==> config.mk <==
export PLATFORM = sky130hd
export DESIGN_NAME = trigger_initiator_flat
export DESIGN_NICKNAME = d
export VERILOG_FILES = /design/src/rtl/trigger_initiator_if.sv /design/src/rtl/trigger_initiator.sv /design/src/flat_wrapper.sv
export SDC_FILE = /design/constraint.sdc
export NUM_CORES = 1
export LEC_CHECK = 0
export ABC_AREA = 1
export BUFFER_PORTS_ARGS = -buffer_cell sky130_fd_sc_hd__buf_2
export CAP_MARGIN = 20
export CELL_PAD_IN_SITES_DETAIL_PLACEMENT = 1
export CELL_PAD_IN_SITES_GLOBAL_PLACEMENT = 2
export CORE_AREA = 2 2 85 87
export DETAILED_ROUTE_END_ITERATION = 10
export DIE_AREA = 0 0 87 89
export PLACE_DENSITY_LB_ADDON = 0.1
export SYNTH_ARGS = -nofsm -noshare
export SYNTH_HDL_FRONTEND = slang
export SYNTH_SLANG_ARGS = --single-unit
==> constraint.sdc <==
create_clock -name clk -period 4.71 [get_ports clk]
set_input_delay 0.7065 -clock clk [delete_from_list [all_inputs] [get_ports clk]]
set_output_delay 0.7065 -clock clk [all_outputs]
set_load 0.01 [all_outputs]
==> src/rtl/trigger_initiator_if.sv <==
// Control and responder signals of one trigger/active/done initiator.
// master is the initiator's view; slave is the sequencer/responder side.
interface trigger_initiator_if #(
    parameter int CNT_W = 8
);
    logic             start;
    logic [CNT_W-1:0] num_jobs;
    logic             abort;
    logic             active_in;
    logic             done_in;
    logic             trigger;
    logic             busy;
    logic [CNT_W-1:0] jobs_done;
    logic             error;
    logic             finished;

    modport master (
        input  start, num_jobs, abort, active_in, done_in,
        output trigger, busy, jobs_done, error, finished
    );

    modport slave (
        output start, num_jobs, abort, active_in, done_in,
        input  trigger, busy, jobs_done, error, finished
    );
endinterface

==> src/rtl/trigger_initiator.sv <==
// Batch initiator for the trigger/active/done protocol: pulses trigger,
// waits for active then done, inserts a gap, repeats num_jobs times.
module trigger_initiator #(
    parameter int PULSE_WIDTH = 1,
    parameter int GAP_CYCLES  = 2,
    parameter int TIMEOUT     = 15,
    parameter int CNT_W       = 8
) (
    input  logic                clk,
    input  logic                reset,
    trigger_initiator_if.master bus
);
    localparam int SEQ_MAX = (PULSE_WIDTH > GAP_CYCLES) ? PULSE_WIDTH : GAP_CYCLES;
    localparam int SEQ_W   = (SEQ_MAX > 1) ? $clog2(SEQ_MAX) : 1;
    localparam int TMR_W   = $clog2(TIMEOUT);

    typedef enum logic [2:0] {
        IDLE,
        PULSE,
        WAIT_ACTIVE,
        WAIT_DONE,
        GAP
    } state_t;

    state_t           state;
    logic [SEQ_W-1:0] seq_cnt;
    logic [TMR_W-1:0] timer;
    logic [CNT_W-1:0] target;
    logic [CNT_W-1:0] jobs_next;
    logic             timer_last;

    assign jobs_next  = bus.jobs_done + 1'b1;
    assign timer_last = (timer == TMR_W'(TIMEOUT - 1));

    always_ff @(posedge clk) begin
        if (reset) begin
            state         <= IDLE;
            seq_cnt       <= '0;
            timer         <= '0;
            target        <= '0;
            bus.trigger   <= 1'b0;
            bus.busy      <= 1'b0;
            bus.jobs_done <= '0;
            bus.error     <= 1'b0;
            bus.finished  <= 1'b0;
        end else begin
            bus.finished <= 1'b0;
            if (state == IDLE) begin
                if (bus.start) begin
                    bus.jobs_done <= '0;
                    bus.error     <= 1'b0;
                    if (bus.num_jobs != '0) begin
                        target      <= bus.num_jobs;
                        seq_cnt     <= '0;
                        state       <= PULSE;
                        bus.trigger <= 1'b1;
                        bus.busy    <= 1'b1;
                    end else begin
                        bus.finished <= 1'b1;
                    end
                end
            end else if (bus.abort) begin
                // abort beats a same-cycle done or timeout; the job is not counted
                state        <= IDLE;
                bus.trigger  <= 1'b0;
                bus.busy     <= 1'b0;
                bus.finished <= 1'b1;
            end else begin
                case (state)
                    PULSE: begin
                        if (seq_cnt == SEQ_W'(PULSE_WIDTH - 1)) begin
                            state       <= WAIT_ACTIVE;
                            timer       <= '0;
                            bus.trigger <= 1'b0;
                        end else begin
                            seq_cnt <= seq_cnt + 1'b1;
                        end
                    end
                    WAIT_ACTIVE, WAIT_DONE: begin
                        // done is accepted in WAIT_ACTIVE too (responder skipped active)
                        if (bus.done_in) begin
                            bus.jobs_done <= jobs_next;
                            if (jobs_next == target) begin
                                state        <= IDLE;
                                bus.busy     <= 1'b0;
                                bus.finished <= 1'b1;
                            end else begin
                                state   <= GAP;
                                seq_cnt <= '0;
                            end
                        end else if (state == WAIT_ACTIVE && bus.active_in) begin
                            state <= WAIT_DONE;
                            timer <= '0;
                        end else if (timer_last) begin
                            state        <= IDLE;
                            bus.busy     <= 1'b0;
                            bus.error    <= 1'b1;
                            bus.finished <= 1'b1;
                        end else begin
                            timer <= timer + 1'b1;
                        end
                    end
                    GAP: begin
                        if (seq_cnt == SEQ_W'(GAP_CYCLES - 1)) begin
                            state       <= PULSE;
                            seq_cnt     <= '0;
                            bus.trigger <= 1'b1;
                        end else begin
                            seq_cnt <= seq_cnt + 1'b1;
                        end
                    end
                    default: begin
                        state       <= IDLE;
                        bus.trigger <= 1'b0;
                        bus.busy    <= 1'b0;
                    end
                endcase
            end
        end
    end
endmodule

==> src/flat_wrapper.sv <==
// flat-port wrapper written by rule: the top's interface ports become plain ports
module trigger_initiator_flat 
#(
    parameter int PULSE_WIDTH = 1,
    parameter int GAP_CYCLES  = 2,
    parameter int TIMEOUT     = 15,
    parameter int CNT_W       = 8
)
  (clk, reset, bus_start, bus_num_jobs, bus_abort, bus_active_in, bus_done_in, bus_trigger, bus_busy, bus_jobs_done, bus_error, bus_finished);
  trigger_initiator_if #(.CNT_W(CNT_W)) bus_i ();
  input  logic clk;
  input  logic reset;
  input wire logic [$bits(bus_i.start)-1:0] bus_start;
  input wire logic [$bits(bus_i.num_jobs)-1:0] bus_num_jobs;
  input wire logic [$bits(bus_i.abort)-1:0] bus_abort;
  input wire logic [$bits(bus_i.active_in)-1:0] bus_active_in;
  input wire logic [$bits(bus_i.done_in)-1:0] bus_done_in;
  output wire logic [$bits(bus_i.trigger)-1:0] bus_trigger;
  output wire logic [$bits(bus_i.busy)-1:0] bus_busy;
  output wire logic [$bits(bus_i.jobs_done)-1:0] bus_jobs_done;
  output wire logic [$bits(bus_i.error)-1:0] bus_error;
  output wire logic [$bits(bus_i.finished)-1:0] bus_finished;
  assign bus_i.start = bus_start;
  assign bus_i.num_jobs = bus_num_jobs;
  assign bus_i.abort = bus_abort;
  assign bus_i.active_in = bus_active_in;
  assign bus_i.done_in = bus_done_in;
  assign bus_trigger = bus_i.trigger;
  assign bus_busy = bus_i.busy;
  assign bus_jobs_done = bus_i.jobs_done;
  assign bus_error = bus_i.error;
  assign bus_finished = bus_i.finished;
  trigger_initiator #(.PULSE_WIDTH(PULSE_WIDTH), .GAP_CYCLES(GAP_CYCLES), .TIMEOUT(TIMEOUT), .CNT_W(CNT_W)) u_core (.clk(clk), .reset(reset), .bus(bus_i));
endmodule
; ---- Yosys cells after proc, flatten, opt, wreduce, memory -nomap -nowiden
; Index checks and enable logic that the tools add are counted.
[totals]
reg_bits = 28
in_bits = 14
out_inout_bits = 12
[classes]
addsub = 3
n_eq_ne = 24
n_mux = 60
bitwise = 2
reduce_logical = 18
[op_table]
columns = op, n
row1 = $mux 8, 5
row2 = $mux 1, 36
row3 = $mux 3, 10
row4 = $reduce_and 6->1, 4
row5 = $mux 4, 4
row6 = $ne 5x3->1 const B, 2
row7 = $reduce_and 5->1, 2
row8 = $ne 3x2->1 const B, 3
row9 = $pmux 3 s3, 1
row10 = $add 8x1->8 const B, 1
row11 = $eq 8x8->1, 1
row12 = $ne 2x2->1 const B, 4
row13 = $pmux 4 s2, 1
row14 = $reduce_bool 2->1, 4
row15 = $reduce_bool 8->1, 1
row16 = $eq 3x2->1 const B, 2
row17 = $ne 2x1->1 const B, 3
row18 = $ne 6x3->1 const B, 1
row19 = $pmux 1 s3, 2
row20 = $ne 5x4->1 const B, 1
row21 = $add 4x1->4 const B, 1
row22 = $eq 4x4->1 const B, 1
row23 = $ne 4x2->1 const B, 1
row24 = $ne 4x4->1 const B, 1
row25 = other kinds (13), 15

; ---- Longest topological paths before layout
; Gate-level depths: netlist of run 1.
[depth]
word_depth = 7
ltp_mapped = 15

; ---- Worst setup path after synthesis of run 1
; Ideal clock, no wire load.
[synth_path]
kind = reg-to-reg
startpoint = register u_core.bus.jobs_done[1]
endpoint = register u_core.seq_cnt
setup_time_ps = 115
arrival_time_ps = 1596
path_slack_ps = 3000
stages_incl_launch_ff = 13
path_buffers = 0
synth_period_minus_slack_ps = 1710
cell_sequence = dfxtp_1 ha_1 nand3_2 nor2_1 nand2_1 nand2_1 nand2_1 a21oi_1 nand3_2 nand2_1 nand2_1 a21oi_1 nor2_1
[synth_between]
elab_chain_len = 4
[synth_rtl]
columns = item, line_no
row1 = "start, declared", trigger_initiator_if.sv:19  ; output trigger, busy, jobs_done, error, finished
row2 = "start signal, assigned", trigger_initiator.sv:82  ; bus.jobs_done <= jobs_next;
row3 = $add 8x1->8, trigger_initiator.sv:32  ; assign jobs_next = bus.jobs_done + 1'b1;
row4 = $eq 8x8->1, trigger_initiator.sv:83  ; if (jobs_next == target) begin
row5 = $ne 3x2->1 (no line), n/a
row6 = $reduce_and 6->1 (no line), n/a
row7 = "end signal, assigned", trigger_initiator.sv:76  ; seq_cnt <= seq_cnt + 1'b1;
row8 = "end signal, assigned", trigger_initiator.sv:109  ; seq_cnt <= seq_cnt + 1'b1;
row9 = "end, declared", trigger_initiator.sv:26  ; logic [SEQ_W-1:0] seq_cnt;
; Every way passes these cells.
; A chain may end at the register's enable or synchronous reset.

; ---- Worst setup path after layout of run 1
[layout_path]
startpoint = register u_core.bus.jobs_done[0]
endpoint = register u_core.bus.finished
[layout_between]
elab_chain_len = 7
[layout_rtl]
columns = item, line_no
row1 = $add 8x1->8, trigger_initiator.sv:32
row2 = $eq 8x8->1, trigger_initiator.sv:83
row3 = $mux 1, trigger_initiator.sv:83
row4 = $mux 1, trigger_initiator.sv:81  ; if (bus.done_in) begin
row5 = $mux 1, trigger_initiator.sv:69  ; case (state)
row6 = $mux 1, trigger_initiator.sv:62  ; end else if (bus.abort) begin
row7 = $mux 1, trigger_initiator.sv:48  ; if (state == IDLE) begin
row8 = "end signal, assigned", trigger_initiator.sv:47  ; bus.finished <= 1'b0;
row9 = "end signal, assigned", trigger_initiator.sv:67  ; bus.finished <= 1'b1;
row10 = "end signal, assigned", trigger_initiator.sv:86  ; bus.finished <= 1'b1;
row11 = "end, declared", trigger_initiator_if.sv:19
; Every way passes these cells.

==> flow_summary.json, run 1 <==
{
  "p_comb_share_pct": 22.3,
  "root_buffer": "clkbuf_8",
  "path_class": "flop to flop",
  "portBuffers": 25,
  "drt_iter0_drc": 23,
  "startpoint_type": "flop",
  "synthTopCellsByArea": "dfxtp_1 (31%), nand2_1 (12%), a21oi_1 (7.8%), nand3_1 (6.7%), inv_1 (6.5%)",
  "utilization_pct": 29.9,
  "grt_max_degree": 17,
  "grt_pass1_vias": 1831,
  "tns_ns": 0,
  "grt_overflow": 0,
  "grtUsageMet3_pct": 1.66,
  "slew_headroom_pct": 67.3,
  "rsz0062_at_grt": "false",
  "fp.dieW_um": 87,
  "die_h_um": 89,
  "vias": 1776,
  "post_cts_buffers": 0,
  "hpwl_um": 4450,
  "drt-pass1-iter-count": 4,
  "gp_congestion": 0.771,
  "swShare_pct": 32.8,
  "p_leak_nw": 0.838,
  "r2r_cells": 15,
  "endpoint_kind": "flop",
  "ir_worst_vdd_mv": 0.129,
  "io-pin-count": 26,
  "area_growth_syn_to_layout_pct": 12.3,
  "drc": 0,
  "finalHoldViolCount": 0,
  "routed_wl_um": 5520,
  "use_met2_pct": 28.3,
  "synth.most_common_cell": "nand2_1",
  "synthTopCellsByCount": "nand2_1 (57), inv_1 (31), nor2_1 (30)",
  "path_max_fanout": 9,
  "synth_warnings": 0,
  "syn_nets": 288,
  "cts.sinks": 28,
  "rows": 30,
  "ys_ff_latch": 28,
  "syn_avg_cell_area_sq_um": 6.59,
  "finalCritPeriodShare_pct": 43.5,
  "start_util_pct": 26.6,
  "routedWlPerCell_um": 14.8,
  "core_sq_um": 6720,
  "p_per_area_nw_per_um2": 257,
  "cp.arrival_ns": 2.27,
  "vias_per_cell": 4.77,
  "final-setup-viol-count": 0,
  "h-tree-depth": 1,
  "async_flop_share_pct": 0,
  "pwr-share-clk_pct": 27.0,
  "synth_edf_count": 0,
  "cap_violations": 0,
  "layout_setup_ws_ns": 2.66,
  "syn_area_sq_um": 1790,
  "cts_resized": 0,
  "seqPwrFrac_pct": 50.6,
  "clock_latency_ns": 0.28,
  "cts_hold_buf": 0,
  "final_antenna_net_count": 0,
  "worstHoldPathType": "flop to flop",
  "critical_path_required_ns": 4.93,
  "outcome": "finished, final reports clean",
  "fmax_ghz": 0.488,
  "synth_top_area_share_pct": 31.4,
  "grt_first_pass_wirelength_um": 9520,
  "top_usage_layer": "met2",
  "skew_ns": 0.00310,
  "grt_usage_pct": 15.9,
  "n_antenna_cell": 0,
  "clkTransAtPathRegs_ns": 0.10,
  "cts_buffers": 3,
  "synthCells": 271,
  "synthDistinctLibCells": 36,
  "grt_util_met1_pct": 20.6,
  "min_path_cells": 2,
  "worstMarginPinSlew_ns": 0.489,
  "min_period_ns": 2.05,
  "synthFlopType": "dfxtp_1",
  "rrSetupSlack_ns": 2.66,
  "post-place-ws_ns": 2.41,
  "cts_buffer_depth": 2,
  "drive_gt1_share_pct": 19.2,
  "p_switching_mw": 0.169,
  "antenna_found_initial": 0,
  "fin_nets": 311,
  "die-area_sq_um": 7740,
  "tritoncts": "done",
  "p_total_mw": 0.515,
  "netlist.top_cell.by_area": "dfxtp_1",
  "internal_power_mw": 0.346,
  "seq_area_frac_synth_pct": 31.4,
  "maxSlewViolCount": 0
}
## power groups by stage
stage / combinational (mW) / sequential (mW) / clock (mW)
6_report: 0.115 / 0.260 / 0.139
5_1_grt: 0.133 / 0.263 / 0.161
4_1_cts: 0.117 / 0.261 / 0.148
3_5_place_dp: 0.117 / 0.266 / 0
3_3_place_gp: 0.118 / 0.267 / 0
2_1_floorplan: 0.0827 / 0.265 / 0
## placed cells by master (no fill, tap or decap), types with 4 or more instances in the layout
cell,n
o21ai_0,9
inv_1,31
nor2_1,30
nand2_2,4
nand4_1,6
nand3_1,24
inv_2,6
o21ai_1,4
nor3_1,4
a21oi_1,28
dfxtp_1,28
nor2_2,6
nand2_1,57
buf_2,25
## flip-flops by register name (all words and copies together), names as in the netlist
signal	cells
u_core.bus.busy	1
u_core.bus.error	1
u_core.bus.finished	1
u_core.bus.jobs_done	8
u_core.bus.trigger	1
u_core.seq_cnt	1
u_core.state	3
u_core.target	8
u_core.timer	4
## worst max-delay path: stages (launching register included)
cell,delay [ns]
dfxtp_1,0.52
ha_1,0.31
nand3_2,0.15
nor2_1,0.12
nand2_1,0.07
nand2_1,0.08
nand2_1,0.08
nand2_1,0.06
nand2_1,0.06
nor2_1,0.10
nand3_1,0.08
nand2_1,0.06
nand2_1,0.06
nand2_1,0.07
nand2_1,0.06
a21oi_2,0.10
## per-layer routing
metal | share of wire, % | up-vias
met1 | 46 | 835
met5 | 0 | -
met4 | 1.0 | 0
met2 | 51 | 16
li1 | - | 921
met3 | 1.6 | 4
## cells by family after synthesis
logic type | Yosys count | synth area share [%]
fa+ha+maj | 3 | 2.10
xor+xnor | 5 | 2.45
flops | 28 | 31.4
simple gates | 144 | 39.2
compound gates | 47 | 14.5
buf+inv | 44 | 10.4
## layout make-up
type / count / area [sq um]
multi-input combinational: 199 / 1040
fill: 880 / 4710
timing repair buffer: 25 / 125
clock buffer: 3 / 41.3
inverter: 37 / 139
tap: 80 / 100
sequential: 28 / 561
## final timing paths
kind	startpoint	endpoint
worst min-delay path	u_core.target[2]	u_core.target[2]
worst max-delay path	u_core.bus.jobs_done[0]	u_core.bus.finished
worst max register to register	u_core.bus.jobs_done[0]	u_core.bus.finished
worst min register to register	u_core.target[2]	u_core.target[2]
## per-stage QoR
step           area, sq um  hold slack [ns]  std cells
3_3_place_gp          1960            0.478        369
3_5_place_dp          1960            0.475        369
2_1_floorplan         1790            0.443        271
4_1_cts               2010            0.490        372
5_1_grt               2010            0.503        372
6_report              2010            0.487        372
Power figures use the tool's default switching activity.
==> run 2: changes to the inputs <==
==> constraint.sdc (replaced) <==
create_clock -name clk -period 1.8 [get_ports clk]
set_input_delay 0.27 -clock clk [delete_from_list [all_inputs] [get_ports clk]]
set_output_delay 0.27 -clock clk [all_outputs]
set_load 0.01 [all_outputs]
==> run 2 against run 1 <==
Fmax is 22% higher. Via count is 6.4% higher. Global-route usage is 0.14 points higher. Final cell count is 8.1% higher. Combinational power grew to 3.3 times the previous value. Largest cell class unchanged. Highest routed layer unchanged. Clock skew is 0.0033 ns higher. Critical path depth is 3 lower. Sequential share of layout area is 3.4 points lower. Register-to-register slack worse by 2.5 ns.
==> flow_summary.json, run 2 (synthesized netlist as in run 1, its figures left out) <==
{
  "grt_max_degree": 16,
  "startpoint_type": "flop",
  "swShare_pct": 32.0,
  "hpwl_um": 4740,
  "die-area_sq_um": 7740,
  "portBuffers": 25,
  "cts.sinks": 28,
  "internal_power_mw": 1.01,
  "fin_cells": 402,
  "start_util_pct": 26.6,
  "worstMarginPinSlew_ns": 0.308,
  "finalHoldViolCount": 0,
  "io-pin-count": 26,
  "n_antenna_cell": 0,
  "min_period_ns": 1.68,
  "routedWlPerCell_um": 14.6,
  "min_from": "bus_num_jobs[1]",
  "fp.dieW_um": 87,
  "placedCellCount": 397,
  "p_switching_mw": 0.477,
  "fillers": 860,
  "h-tree-depth": 1,
  "worstHoldPathType": "input pin to flop",
  "cts_hold_buf": 0,
  "final_antenna_net_count": 0,
  "ir_worst_vdd_mv": 0.249,
  "grt_overflow": 0,
  "final-setup-viol-count": 0,
  "p_per_area_nw_per_um2": 642,
  "final_common_cell": "nand2_1",
  "vias_per_cell": 4.70,
  "p_leak_nw": 1.02,
  "seqPwrFrac_pct": 45.8,
  "r2r-start": "u_core.bus.jobs_done[1]",
  "endpoint_kind": "flop",
  "drt-pass1-iter-count": 4,
  "cts_buffers": 3,
  "path_max_fanout": 2,
  "core_sq_um": 6720,
  "pwr-share-clk_pct": 28.6,
  "antenna_found_initial": 0,
  "clock_latency_ns": 0.28,
  "critical_path_required_ns": 2.00,
  "outcome": "finished, final reports clean",
  "p_comb_share_pct": 25.6,
  "hold_slack_ns": 0.238,
  "path_class": "flop to flop",
  "cp.arrival_ns": 1.88,
  "drc": 0,
  "grt_pass1_vias": 1967,
  "slew_headroom_pct": 79.4,
  "drive_gt1_share_pct": 31.4,
  "vias": 1890,
  "clkTransAtPathRegs_ns": 0.11,
  "rows": 30,
  "area_growth_syn_to_layout_pct": 30.1,
  "die_h_um": 89,
  "fin_nets": 340,
  "crit_start": "u_core.bus.jobs_done[1]",
  "gp_congestion": 0.835,
  "finalCritPeriodShare_pct": 93.3,
  "root_buffer": "clkbuf_8",
  "reg_top3": "u_core.bus.jobs_done x8, u_core.target x8, u_core.timer x4",
  "routed_wl_um": 5880,
  "rrSetupSlack_ns": 0.12,
  "cts_buffer_depth": 2,
  "cap_violations": 0,
  "skew_ns": 0.00642,
  "final_cell_mix": "nand2_1 (57), inv_1 (30), nor2_1 (28)",
  "maxSlewViolCount": 0,
  "tritoncts": "done",
  "drt_iter0_drc": 28,
  "grt_first_pass_wirelength_um": 9530,
  "fmax_ghz": 0.595,
  "rsz0062_at_grt": "true",
  "grt_usage_pct": 16.0
}
## run 2: worst max-delay path: stages (launching register included)
cell and delay, ns:
dfxtp_2 0.35, ha_4 0.24, xor2_1 0.13, nor2_1 0.12, nand3_1 0.09, nor2_1 0.10, nand2_1 0.07, nor2_2 0.09
nand3_2 0.08, nand2_1 0.08, nand2_1 0.08, a21oi_2 0.12, nor2_1 0.05
## run 2: path summary, 6_finish.rpt
| check | to | depth (start not counted) |
|---|---|---|
| max | u_core.seq_cnt | 12 |
| min | u_core.target[1] | 3 |
| max reg2reg | u_core.seq_cnt | 12 |
| min reg2reg | u_core.bus.busy | 2 |
## run 2: through the flow
stage	setup WS (ns)	power, mW	util, %	setup TNS, ns	area (sq um)
floorplan	0.0895	0.909	-	0	1790
global placement	-0.00954	1.07	32.7	-0.00954	2200
detailed placement	-0.00358	1.07	32.7	-0.00358	2200
CTS	0.00111	1.50	33.9	0	2280
global route	-0.0565	1.59	34.6	-0.113	2320
finish	0.120	1.49	34.6	0	2320
## run 2: area by class of cell
class / instances / area, sq um / share of cell area (%)
clock buffer: 4 / 55.1 / 2.37
inverter: 37 / 139 / 5.98
multi-input combinational: 199 / 1090 / 46.8
sequential: 28 / 569 / 24.5
tap: 80 / 100 / 4.31
timing repair buffer: 54 / 372 / 16.0
## run 2: power by group through the flow
stage / Sequential [mW] / Clock (mW) / Combinational [mW]
after floorplan: 0.693 / 0 / 0.216
after global placement: 0.697 / 0 / 0.375
after detailed placement: 0.697 / 0 / 0.376
after CTS: 0.683 / 0.440 / 0.380
after global routing: 0.688 / 0.473 / 0.433
final: 0.683 / 0.426 / 0.381
## run 2: what timing repair did
action	in CTS	in global routing
buffers inserted	1	0
gates resized for setup	2	17
pin swaps	2	1
setup endpoints to repair	1	17
gates cloned	0	0
## run 2: routing by layer
layer | share of wire [%] | wire, um | global-route usage [%] | up-vias
met5 | 0 | 0 | 0 | -
met4 | 0.29 | 17 | 2.98 | 0
met3 | 1.8 | 107 | 1.66 | 2
met2 | 51 | 2980 | 30.3 | 22
met1 | 47 | 2780 | 19.8 | 885
li1 | - | - | - | 981
==> run 3: changes to the inputs <==
--- a/config.mk
+++ b/config.mk
@@ -14,6 +14,7 @@
 export DETAILED_ROUTE_END_ITERATION = 10
 export DIE_AREA = 0 0 87 89
 export PLACE_DENSITY_LB_ADDON = 0.1
+export REMOVE_ABC_BUFFERS = 1
 export SYNTH_ARGS = -nofsm -noshare
 export SYNTH_HDL_FRONTEND = slang
 export SYNTH_SLANG_ARGS = --single-unit
==> run 3 against run 2 <==
The flow now finishes with violations (negative setup slack). Clock power shrank 3%. Fmax shrank 7.9%. Core utilization grew 0.13 points. Setup slack lost 0.14 ns. Worst hold slack gained 0.0034 ns. Total power shrank 0.96%. Sequential share of layout area shrank 0.15 points. Via count shrank 0.63%. Routed wire length shrank 2.3%. Design area grew 0.38%. Clock skew shrank 0.0029 ns. Critical path depth is the same. Critical endpoint unchanged. Largest cell class unchanged. Largest power group unchanged.
==> flow_summary.json, run 3 (synthesized netlist as in run 1, its figures left out) <==
{
  "die-area_sq_um": 7740,
  "worst-path-buf-inv": 0,
  "skew_ns": 0.00350,
  "portBuffers": 25,
  "maxSlewViolCount": 0,
  "fin_area_sq_um": 2330,
  "area_growth_syn_to_layout_pct": 30.6,
  "critical_path_depth": 12,
  "io-pin-count": 26,
  "drive_gt1_share_pct": 32.8,
  "fillers": 882,
  "hold_slack_ns": 0.241,
  "core_sq_um": 6720,
  "grt_pass1_vias": 1995,
  "cts.sinks": 28,
  "r2r-start": "u_core.bus.jobs_done[1]",
  "final_antenna_net_count": 0,
  "ir_worst_vdd_mv": 0.237,
  "p_per_area_nw_per_um2": 633,
  "fp.dieW_um": 87,
  "dpl_cell_area_sq_um": 2200,
  "reg_top3": "u_core.bus.jobs_done x8, u_core.target x8, u_core.timer x4",
  "finalCritPeriodShare_pct": 101,
  "max_stage_delay_ns": 0.35,
  "die_h_um": 89,
  "path_max_fanout": 2,
  "cap_violations": 0,
  "cts_buffer_depth": 2,
  "p_leak_nw": 1.02,
  "drt-pass1-iter-count": 4,
  "endpoint_kind": "flop",
  "fin_nets": 341,
  "p_total_mw": 1.48,
  "crit_start": "u_core.bus.jobs_done[1]",
  "rrSetupSlack_ns": -0.02,
  "cp.arrival_ns": 2.01,
  "clkTransAtPathRegs_ns": 0.11,
  "gp_congestion": 0.784,
  "min_period_ns": 1.82,
  "worstMarginPinSlew_ns": 0.377,
  "crit_path_cell_trace": "ha_4 > xor2_1 > nor2_1 > nand3_1 > nor2_2 > nand2_1 > nor2_2 > nand3_2 > nand2_1 > nand2_2 > a21oi_2 > nor2_1",
  "worst_path_max_delay_cell": "dfxtp_2",
  "rows": 30,
  "register_area_sq_um": 568,
  "grt_overflow": 0,
  "critical_path_required_ns": 1.99,
  "worstHoldPathType": "input pin to flop",
  "endpoint": "u_core.seq_cnt",
  "hpwl_um": 4670,
  "vias": 1878,
  "placedCellCount": 397,
  "start_util_pct": 26.6,
  "final_cell_mix": "nand2_1 (54), inv_1 (30), buf_4 (28)",
  "routedWlPerCell_um": 14.3,
  "violations": "negative setup slack",
  "finalHoldViolCount": 0,
  "vias_per_cell": 4.66,
  "startpoint_type": "flop",
  "n_antenna_cell": 0,
  "r2r_cells": 12,
  "antenna_found_initial": 0,
  "drt_iter0_drc": 25,
  "drc": 0,
  "slew_headroom_pct": 74.9,
  "path_class": "flop to flop",
  "rr_endpoint": "u_core.seq_cnt",
  "grt_max_degree": 16,
  "layout_setup_ws_ns": -0.0236,
  "grt_first_pass_wirelength_um": 9670,
  "routed_wl_um": 5750,
  "fmax_ghz": 0.548,
  "critPathTopFamily": "simple AND/OR/NAND/NOR gates",
  "multiInputGateArea_sq_um": 1090,
  "fin_cells": 403,
  "cts_buffers": 3,
  "outcome": "complete, but fails checks",
  "min_path_cells": 3,
  "h-tree-depth": 1,
  "final-setup-viol-count": 1,
  "tritoncts": "done",
  "root_buffer": "clkbuf_8",
  "rsz0062_at_grt": "true",
  "grt_usage_pct": 16.0,
  "clock_latency_ns": 0.28,
  "final_common_cell": "nand2_1"
}
[run 3: changes by cell type in the layout (fill, tap and decap cells not counted), sizes merged]
cell	change
buf	+1
[run 3: layout make-up]
type                       instances  area share, %
inverter                          37           5.96
timing repair buffer              55           16.1
tap                               80           4.29
sequential                        28           24.4
clock buffer                       4           2.36
multi-input combinational        199           46.9
[run 3: how the worst min path moves through the flow]
stage	start	to	slack, ns
global route	bus_num_jobs[0]	u_core.target[0]	0.23
floorplan	reset	u_core.bus.finished	0.33
global placement	u_core.target[2]	u_core.target[2]	0.46
finish	bus_num_jobs[0]	u_core.target[0]	0.24
detailed placement	u_core.target[2]	u_core.target[2]	0.47
CTS	bus_num_jobs[0]	u_core.target[0]	0.23
[run 3: through the flow]
stage          utilization, %  setup WS [ns]  TNS [ns]
2_1_floorplan               -        -0.0245   -0.0245
3_3_place_gp             32.7         -0.140    -0.253
3_5_place_dp             32.7         -0.149    -0.298
4_1_cts                  34.2         -0.101    -0.164
5_1_grt                  34.7         -0.217    -0.509
6_report                 34.7        -0.0236   -0.0236
[run 3: worst min-delay path, cell delays in order]
cell and delay, ns:
buf_2 0.10, nand2_1 0.06, a21oi_1 0.05
[run 3: per-layer routing]
metal	up-vias	GRT usage (%)	routed length, um
met2	15	30.1	3060
met5	-	0	0
met1	878	19.1	2590
met4	0	3.55	28
li1	983	-	-
met3	2	2.40	64
[run 3: report_power, final]
| group | switching [mW] | internal [mW] |
|---|---|---|
| Clock | 0.218 | 0.196 |
| Sequential | 0.0269 | 0.656 |
| Combinational | 0.220 | 0.159 |
| Total | 0.465 | 1.01 |
[run 3: repair_timing]
action	4_1_cts	5_1_grt
pin swaps	5	10
hold buffers	0	0
setup buffers	2	1
setup endpoints to repair	4	14
endpoints found under the hold margin	0	0
resized for setup	6	14
